## src/rtl/des_pkg.sv

```systemverilog
// Shared types and constants for the DES round-sequencing slice.
package des_pkg;

  localparam int DES_BLOCK_W  = 64;
  localparam int DES_ROUNDS   = 16;
  localparam int DES_SUBKEY_W = 48;

  typedef enum logic [1:0] {
    IDLE,
    LOAD,
    ROUND,
    DONE
  } des_ctrl_state_t;

endpackage

```

## src/rtl/des_round_counter.sv

```systemverilog
// Round index counter: loads the first index for the chosen direction, steps
// once per enabled cycle and flags the final index of that direction.
module des_round_counter
  import des_pkg::*;
#(
  parameter int NUM_ROUNDS = DES_ROUNDS,
  parameter int RIDX_W     = $clog2(NUM_ROUNDS)
) (
  input  logic              clk,
  input  logic              n_rst,
  input  logic              load,
  input  logic              dir,
  input  logic              en,
  output logic [RIDX_W-1:0] idx,
  output logic              last
);

  localparam logic [RIDX_W-1:0] TOP_IDX = RIDX_W'(NUM_ROUNDS - 1);
  localparam logic [RIDX_W-1:0] ONE     = RIDX_W'(1);

  // dir=1 counts down from the top index (decrypt key order)
  always_ff @(posedge clk or negedge n_rst) begin
    if (!n_rst) begin
      idx <= '0;
    end else if (load) begin
      idx <= dir ? TOP_IDX : '0;
    end else if (en) begin
      idx <= dir ? (idx - ONE) : (idx + ONE);
    end
  end

  assign last = dir ? (idx == '0) : (idx == TOP_IDX);

endmodule

```

## src/rtl/des_round_controller.sv

```systemverilog
// Sequences one DES block: accept, load strobe, NUM_ROUNDS round steps, swapped result.
// Optional feature: define DES_DECRYPT_EN to add the `decrypt` port (reverse round order).
module des_round_controller
  import des_pkg::*;
#(
  parameter int NUM_ROUNDS = DES_ROUNDS,
  parameter int DATA_W     = DES_BLOCK_W,
  parameter int RIDX_W     = $clog2(NUM_ROUNDS)
) (
  input  logic              clk,
  input  logic              n_rst,
  input  logic              in_valid,
  output logic              in_ready,
  input  logic [DATA_W-1:0] in_block,
`ifdef DES_DECRYPT_EN
  input  logic              decrypt,
`endif
  input  logic              flush,
  output logic              des_start,
  output logic [DATA_W-1:0] des_in,
  input  logic [DATA_W-1:0] des_curr,
  output logic [RIDX_W-1:0] round_idx,
  output logic              key_req,
  output logic              out_valid,
  input  logic              out_ready,
  output logic [DATA_W-1:0] out_block,
  output logic              busy
);

  localparam int HALF_W = DATA_W / 2;

  des_ctrl_state_t state;
  logic            dir;
  logic            ctr_load;
  logic            ctr_en;
  logic            ctr_last;

`ifdef DES_DECRYPT_EN
  logic dir_q;

  // Direction is captured with the block so it stays fixed for all its rounds
  always_ff @(posedge clk or negedge n_rst) begin
    if (!n_rst) begin
      dir_q <= 1'b0;
    end else if (state == IDLE && in_valid && !flush) begin
      dir_q <= decrypt;
    end
  end

  assign dir = dir_q;
`else
  assign dir = 1'b0;
`endif

  // flush freezes the counter so round_idx holds once the FSM leaves ROUND
  assign ctr_load = (state == LOAD) && !flush;
  assign ctr_en   = (state == ROUND) && !ctr_last && !flush;

  des_round_counter #(
    .NUM_ROUNDS(NUM_ROUNDS),
    .RIDX_W    (RIDX_W)
  ) u_round_counter (
    .clk  (clk),
    .n_rst(n_rst),
    .load (ctr_load),
    .dir  (dir),
    .en   (ctr_en),
    .idx  (round_idx),
    .last (ctr_last)
  );

  always_ff @(posedge clk or negedge n_rst) begin
    if (!n_rst) begin
      state     <= IDLE;
      des_in    <= '0;
      des_start <= 1'b0;
      key_req   <= 1'b0;
      out_valid <= 1'b0;
    end else if (flush) begin
      state     <= IDLE;
      des_start <= 1'b0;
      key_req   <= 1'b0;
      out_valid <= 1'b0;
    end else begin
      case (state)
        IDLE: begin
          if (in_valid) begin
            des_in    <= in_block;
            des_start <= 1'b1;
            state     <= LOAD;
          end
        end
        LOAD: begin
          des_start <= 1'b0;
          key_req   <= 1'b1;
          state     <= ROUND;
        end
        ROUND: begin
          if (ctr_last) begin
            key_req   <= 1'b0;
            out_valid <= 1'b1;
            state     <= DONE;
          end
        end
        DONE: begin
          if (out_ready) begin
            out_valid <= 1'b0;
            state     <= IDLE;
          end
        end
        default: state <= IDLE;
      endcase
    end
  end

  // The datapath is idle outside ROUND, so the swapped view stays stable in DONE
  assign out_block = {des_curr[HALF_W-1:0], des_curr[DATA_W-1:HALF_W]};
  assign in_ready  = (state == IDLE);
  assign busy      = (state != IDLE);

endmodule

```

## config.mk

```make
export PLATFORM = sky130hd
export DESIGN_NAME = des_round_controller
export DESIGN_NICKNAME = d
export VERILOG_FILES = /design/src/rtl/des_pkg.sv /design/src/rtl/des_round_counter.sv /design/src/rtl/des_round_controller.sv
export SDC_FILE = /design/constraint.sdc
export NUM_CORES = 1
export LEC_CHECK = 0
export ABC_AREA = 1
export CORE_ASPECT_RATIO = 1.25
export CORE_MARGIN = 2
export CORE_UTILIZATION = 32
export CTS_CLUSTER_SIZE = 28
export DETAILED_ROUTE_END_ITERATION = 10
export PLACE_DENSITY = 0.88
export REMOVE_ABC_BUFFERS = 1
export SYNTH_ARGS = -nofsm -noshare
export SYNTH_HDL_FRONTEND = slang
export SYNTH_SLANG_ARGS = --single-unit
```

## constraint.sdc

```tcl
create_clock -name clk -period 1.35 [get_ports clk]
set_clock_uncertainty 0.1 [all_clocks]
set_input_delay 0.135 -clock clk [delete_from_list [all_inputs] [get_ports clk]]
set_output_delay 0.135 -clock clk [all_outputs]
set_load 0.05 [all_outputs]
```

# Word level (Yosys, flattened, before mapping)
# Cells that the tools add are included.
# word_totals
in_bits	133
reg_bits	73
word_cells	48
# classes
bitwise_logic	1
n_reduce_logical	16
n_eq_ne	7
n_mux	17
add_sub_neg	1
# op_table
operator	n
$reduce_and 3->1	3
$reduce_bool 3->1	3
$mux 2	4
$mux 4	2
$pmux 2 s4	1
$mux 1	7
$ne 3x3->1 const B	2
$pmux 1 s2	3
$add 4x1->4 const B	1
$eq 2x2->1 const B	2
$eq 4x4->1 const B	1
$reduce_and 2->1	2
$reduce_bool 2->1	2
$logic_and 1x1->1	3
$ne 3x2->1 const B	1
$eq 2x1->1 const B	1
$logic_not 1->1	2
$logic_not 2->1	1
$not 1->1	1

# Logic depth before layout (Yosys ltp)
# depth
depth_word	6
mapped_depth	9
ltp_nobuf	9

# Cells and area by module
# From an unflattened synthesis, not the netlist that was laid out.
# unflattened
cells_unflattened	429
area_unflattened_um2	4016.4
# modules_own_cells
mod	n_inst	area_per_inst_um2	cells_per_inst
des_round_controller	1	3706.1	388
des_round_counter	1	310.3	41

# Worst setup path before layout
# Ideal clock, no wire load.
# synth_path
path_type	reg2reg
startpoint	register state[1]
endpoint	register des_in[17]
synth_period_minus_slack_ns	1.849
t_required_ns	1.130
arrival_ns	1.629
path_slack_ns	-0.499
stages_incl_launch_ff	8
setup_time_ns	0.120
cell_sequence	dfrtp_1 > inv_1 > ha_1 > nand3_4 > buf_6 > buf_6 > nand2_1 > o21ai_2
# synth_via
elab_chain_cells	2
# synth_lines
item	line	source
from (decl)	des_round_controller.sv:32	des_ctrl_state_t state;
from (signal assigned)	des_round_controller.sv:74	state <= IDLE;
from (signal assigned)	des_round_controller.sv:80	state <= IDLE;
from (signal assigned)	des_round_controller.sv:90	state <= LOAD;
$logic_not 2->1	n/a	
net in_ready	des_round_controller.sv:13	output logic in_ready,
$reduce_and 3->1 (no line)	n/a	
to (signal assigned)	des_round_controller.sv:88	des_in <= in_block;
to (decl)	des_round_controller.sv:20	output logic [DATA_W-1:0] des_in,
# The timed path passes the listed nets, and every way through them passes these cells.
# A chain may end at the register's enable or synchronous reset.

# Final worst setup path
# layout_path
startpoint	register state[0]
endpoint	output port busy
# layout_via
elab_chain_cells	1
# layout_lines
item	line	source
$reduce_bool 2->1	des_round_controller.sv:119	assign busy = (state != IDLE);
to (decl)	des_round_controller.sv:27	output logic busy
# Every way passes these cells.

==> run_results.csv <==
group,metric,value,unit
cts,cts_tree,"done",
synthesis,synth-seq-cells,73,
global_routing,met2_usage,38.9,%
layout,final_area,6790,sq um
global_routing,top_usage_layer,"met2",
cts,clk_pin_slew,50,ps
flow_run,drv_cap,0,
floorplanning,start_util,33.0,%
hold_path,hp-start,"des_curr[22]",
worst_setup_path,crit_path_max_fanout,2,
synthesis,ys_warn_count,0,
placement,portBuffers,141,
worst_setup_path,cp-start-kind,"flip-flop",
synthesis,async_reset_ff_share,100,%
sta,holdWs,170,ps
outcome,outcome,"finished with violations",
sta,max_freq,632,MHz
synthesis,synth_area_leaders,"dfrtp_1, o21ai_2, buf_4, nand2_1, inv_1",
worst_setup_path,path_class,"flip-flop to output pin",
route,drt_iter0_drc,70,
cts,cts.sinks,73,
floorplanning,rows,44,
worst_setup_path,worstSetupEndpointType,"output pin",
global_routing,track_usage,24.4,%
synthesis,yosysMostFrequentCell,"nand2_1",
cts,cts_max_level,3,
synthesis,synth_common_cells,"nand2_1, dfrtp_1, inv_1, buf_4, o21ai_2",
route,wl,16900,microns
route,drtAntennaViolNets,0,
cts,clk_path_buf_depth,2,
layout,seqCellArea,1830,sq um
route,post_drt_wl_per_cell,24.7,microns
layout,syn2layout_area_growth,76.1,%
worst_setup_path,cp.arrival,1350,ps
sta,fin_ws,-233,ps
worst_setup_path,r2r-end,"des_in[26]",
worst_setup_path,regToRegSetupSlack,-220,ps
synthesis,synth_top_cell_area_share,47.4,%
cts,clockRootBuffer,"clkbuf_16",
sta,finalCriticalPeriod,1580,ps
floorplanning,die-area,13000,sq um
worst_setup_path,regToRegStartpoint,"state[0]",
sta,slew-limit-headroom,72.8,%
layout,nFillCells,941,
layout,final_nets,657,
pwr,power.density,2900,nW/um^2
outcome,violations,"setup timing",
hold_path,hold_path_end,"out_block[54]",
sta,tns,-12210,ps
synthesis,synth_area_leader_cell,"dfrtp_1",
placement,placed_cells,650,
synthesis,ys_seq_area_share,47.4,%
global_routing,grt_util_met3,25.5,%
floorplanning,design.portCount,270,
synthesis,synth.avg_cell_area,9.43,sq um
sta,fin_crit_sh,117,%
pwr,totalPowerFinal,19.7,mW
cts,cts_made_buffers,9,
synthesis,synth-main-ff-cell,"dfrtp_1",
worst_setup_path,r2r_cells,8,
route,vias,3125,
floorplanning,core_area,11700,sq um
layout,fin_cells,685,
global_routing,grt_start_max_net_pins,74,
synthesis,synth.distinct_cells,18,
hold_path,min_path_type,"input pin to output pin",
route,vias_per_cell,4.56,
global_routing,grtUsageMet1,17.1,%
sta,finalSetupViolations,75,
layout,antennaDiodeCount,0,
synthesis,synth_edf_count,0,
global_routing,grt_pass1_vias,3113,
pwr,leakagePower,3.26,nW
global_routing,global_route.overflow_total,0,
placement,dp_hpwl,12800,microns
sta,drv_slew,0,
cts,clk_latency,330,ps
hold_path,holdPathStages,0,
sta,hold_violations,0,
global_routing,grt_pass1_wl,21800,microns
route,drt-pass1-iter-count,4,
layout,multi_input_area,1500,sq um
floorplanning,die_w,102,microns
sta,worstMarginPinSlew,408,ps
pwr,vdd.ir_drop.worst,1.25,mV
floorplanning,chipHeight,127,microns
route,drc,0,
layout,drive_gt1_share,51.5,%
placement,dpl_cell_area,5720,sq um
global_routing,grt_antenna_before_repair,0,
placement,gp_congestion,1.02,
sta,rsz0062_at_grt,"true",
synthesis,netlist_instances,409,
synthesis,syn_area,3860,sq um
worst_setup_path,critical_path_required,1120,ps
## worst max path at each step
stage	slack, ps	endpoint	cells after the start	start
floorplan	-1500	des_in[0]	5	state[1]
global placement	-150	u_round_counter.idx[3]	8	flush
detailed placement	-210	u_round_counter.idx[2]	8	flush
CTS	-220	busy	6	state[0]
global route	-270	busy	6	state[0]
finish	-230	busy	6	state[0]
## cell type report
| type | instances | share of cell area, % |
|---|---|---|
| Clock inverter | 7 | 1.03 |
| Inverter | 74 | 4.24 |
| Timing Repair Buffer | 178 | 39.5 |
| Clock buffer | 9 | 3.32 |
| Multi-Input combinational cell | 183 | 22.0 |
| Sequential cell | 73 | 26.9 |
| Tap cell | 161 | 2.97 |
## per-layer routing
metal  vias to the layer above  routed length (microns)
met5                         -                       83
met4                         2                      952
met3                        45                     3730
met2                       237                     8240
met1                      1435                     3920
li1                       1406                        -
## cells in the final DEF, fill, tap and decap left out
cell             instances
nand3_1                  4
o21ai_2                 63
o21ai_1                  2
nand3_2                  2
inv_4                    4
clkinv_4                 1
buf_6                    3
nor2_2                   2
clkdlybuf4s50_1         67
dlygate4sd3_1            1
nand3b_1                 1
clkinvlp_4               1
ha_1                     2
inv_6                    1
clkinv_2                 3
nand2_1                 24
inv_1                   66
dfrtp_1                 73
buf_12                  77
buf_4                   18
nor3_1                   1
clkbuf_16               14
nand3_4                  1
xor2_1                   1
buf_8                    2
inv_2                    4
nand2_4                 31
buf_16                   5
ha_4                     3
nand4_1                  4
nor2_4                   1
nor2_1                   8
bufinv_16                1
nand2_2                 30
o21ai_4                  3
## report_power, final
group	leakage (nW)	internal (mW)	switching, mW
logic	2.20	6.17	6.42
clock network	0.146	1.43	0.947
registers	0.913	3.24	1.47
## stage by stage
stage	worst slack, ps	utilization [%]
finish	-233	58.2
global route	-269	58.2
CTS	-218	53.8
detailed placement	-214	49.0
global placement	-152	49.0
floorplan	-1500	-
## kinds of logic (layout without fill, tap and decap cells)
logic type	Yosys count	in the layout	synth area share [%]
XOR/XNOR	1	1	0.227
AO/OA/AOI/OAI	68	68	15.1
adder cells (fa/ha/maj)	5	5	1.62
AND/OR/NAND/NOR	109	109	11.6
buffers and inverters	153	268	24.1
flip-flops	73	73	47.4
## sequential cells by signal (all words and copies together), names as in the netlist
name and count:
des_in 64, u_round_counter.idx 4, state 2, des_start 1, key_req 1, out_valid 1
## critical path, cell delays in order, from the launching register on
cell,delay (ps)
dfrtp_1,380
inv_2,70
ha_4,160
buf_6,110
buf_6,120
inv_4,50
buf_12,120
## repair_timing
item / 4_1_cts / 5_1_grt
endpoints found under the setup margin: 74 / 75
setup buffers: 8 / 1
hold buffers: 1 / 0
pin swaps: 6 / 3
endpoints found under the hold margin: 73 / 0
resized for setup: 41 / 92
gates cloned: 3 / 8
No activity file was read; power rests on OpenSTA's default activity.
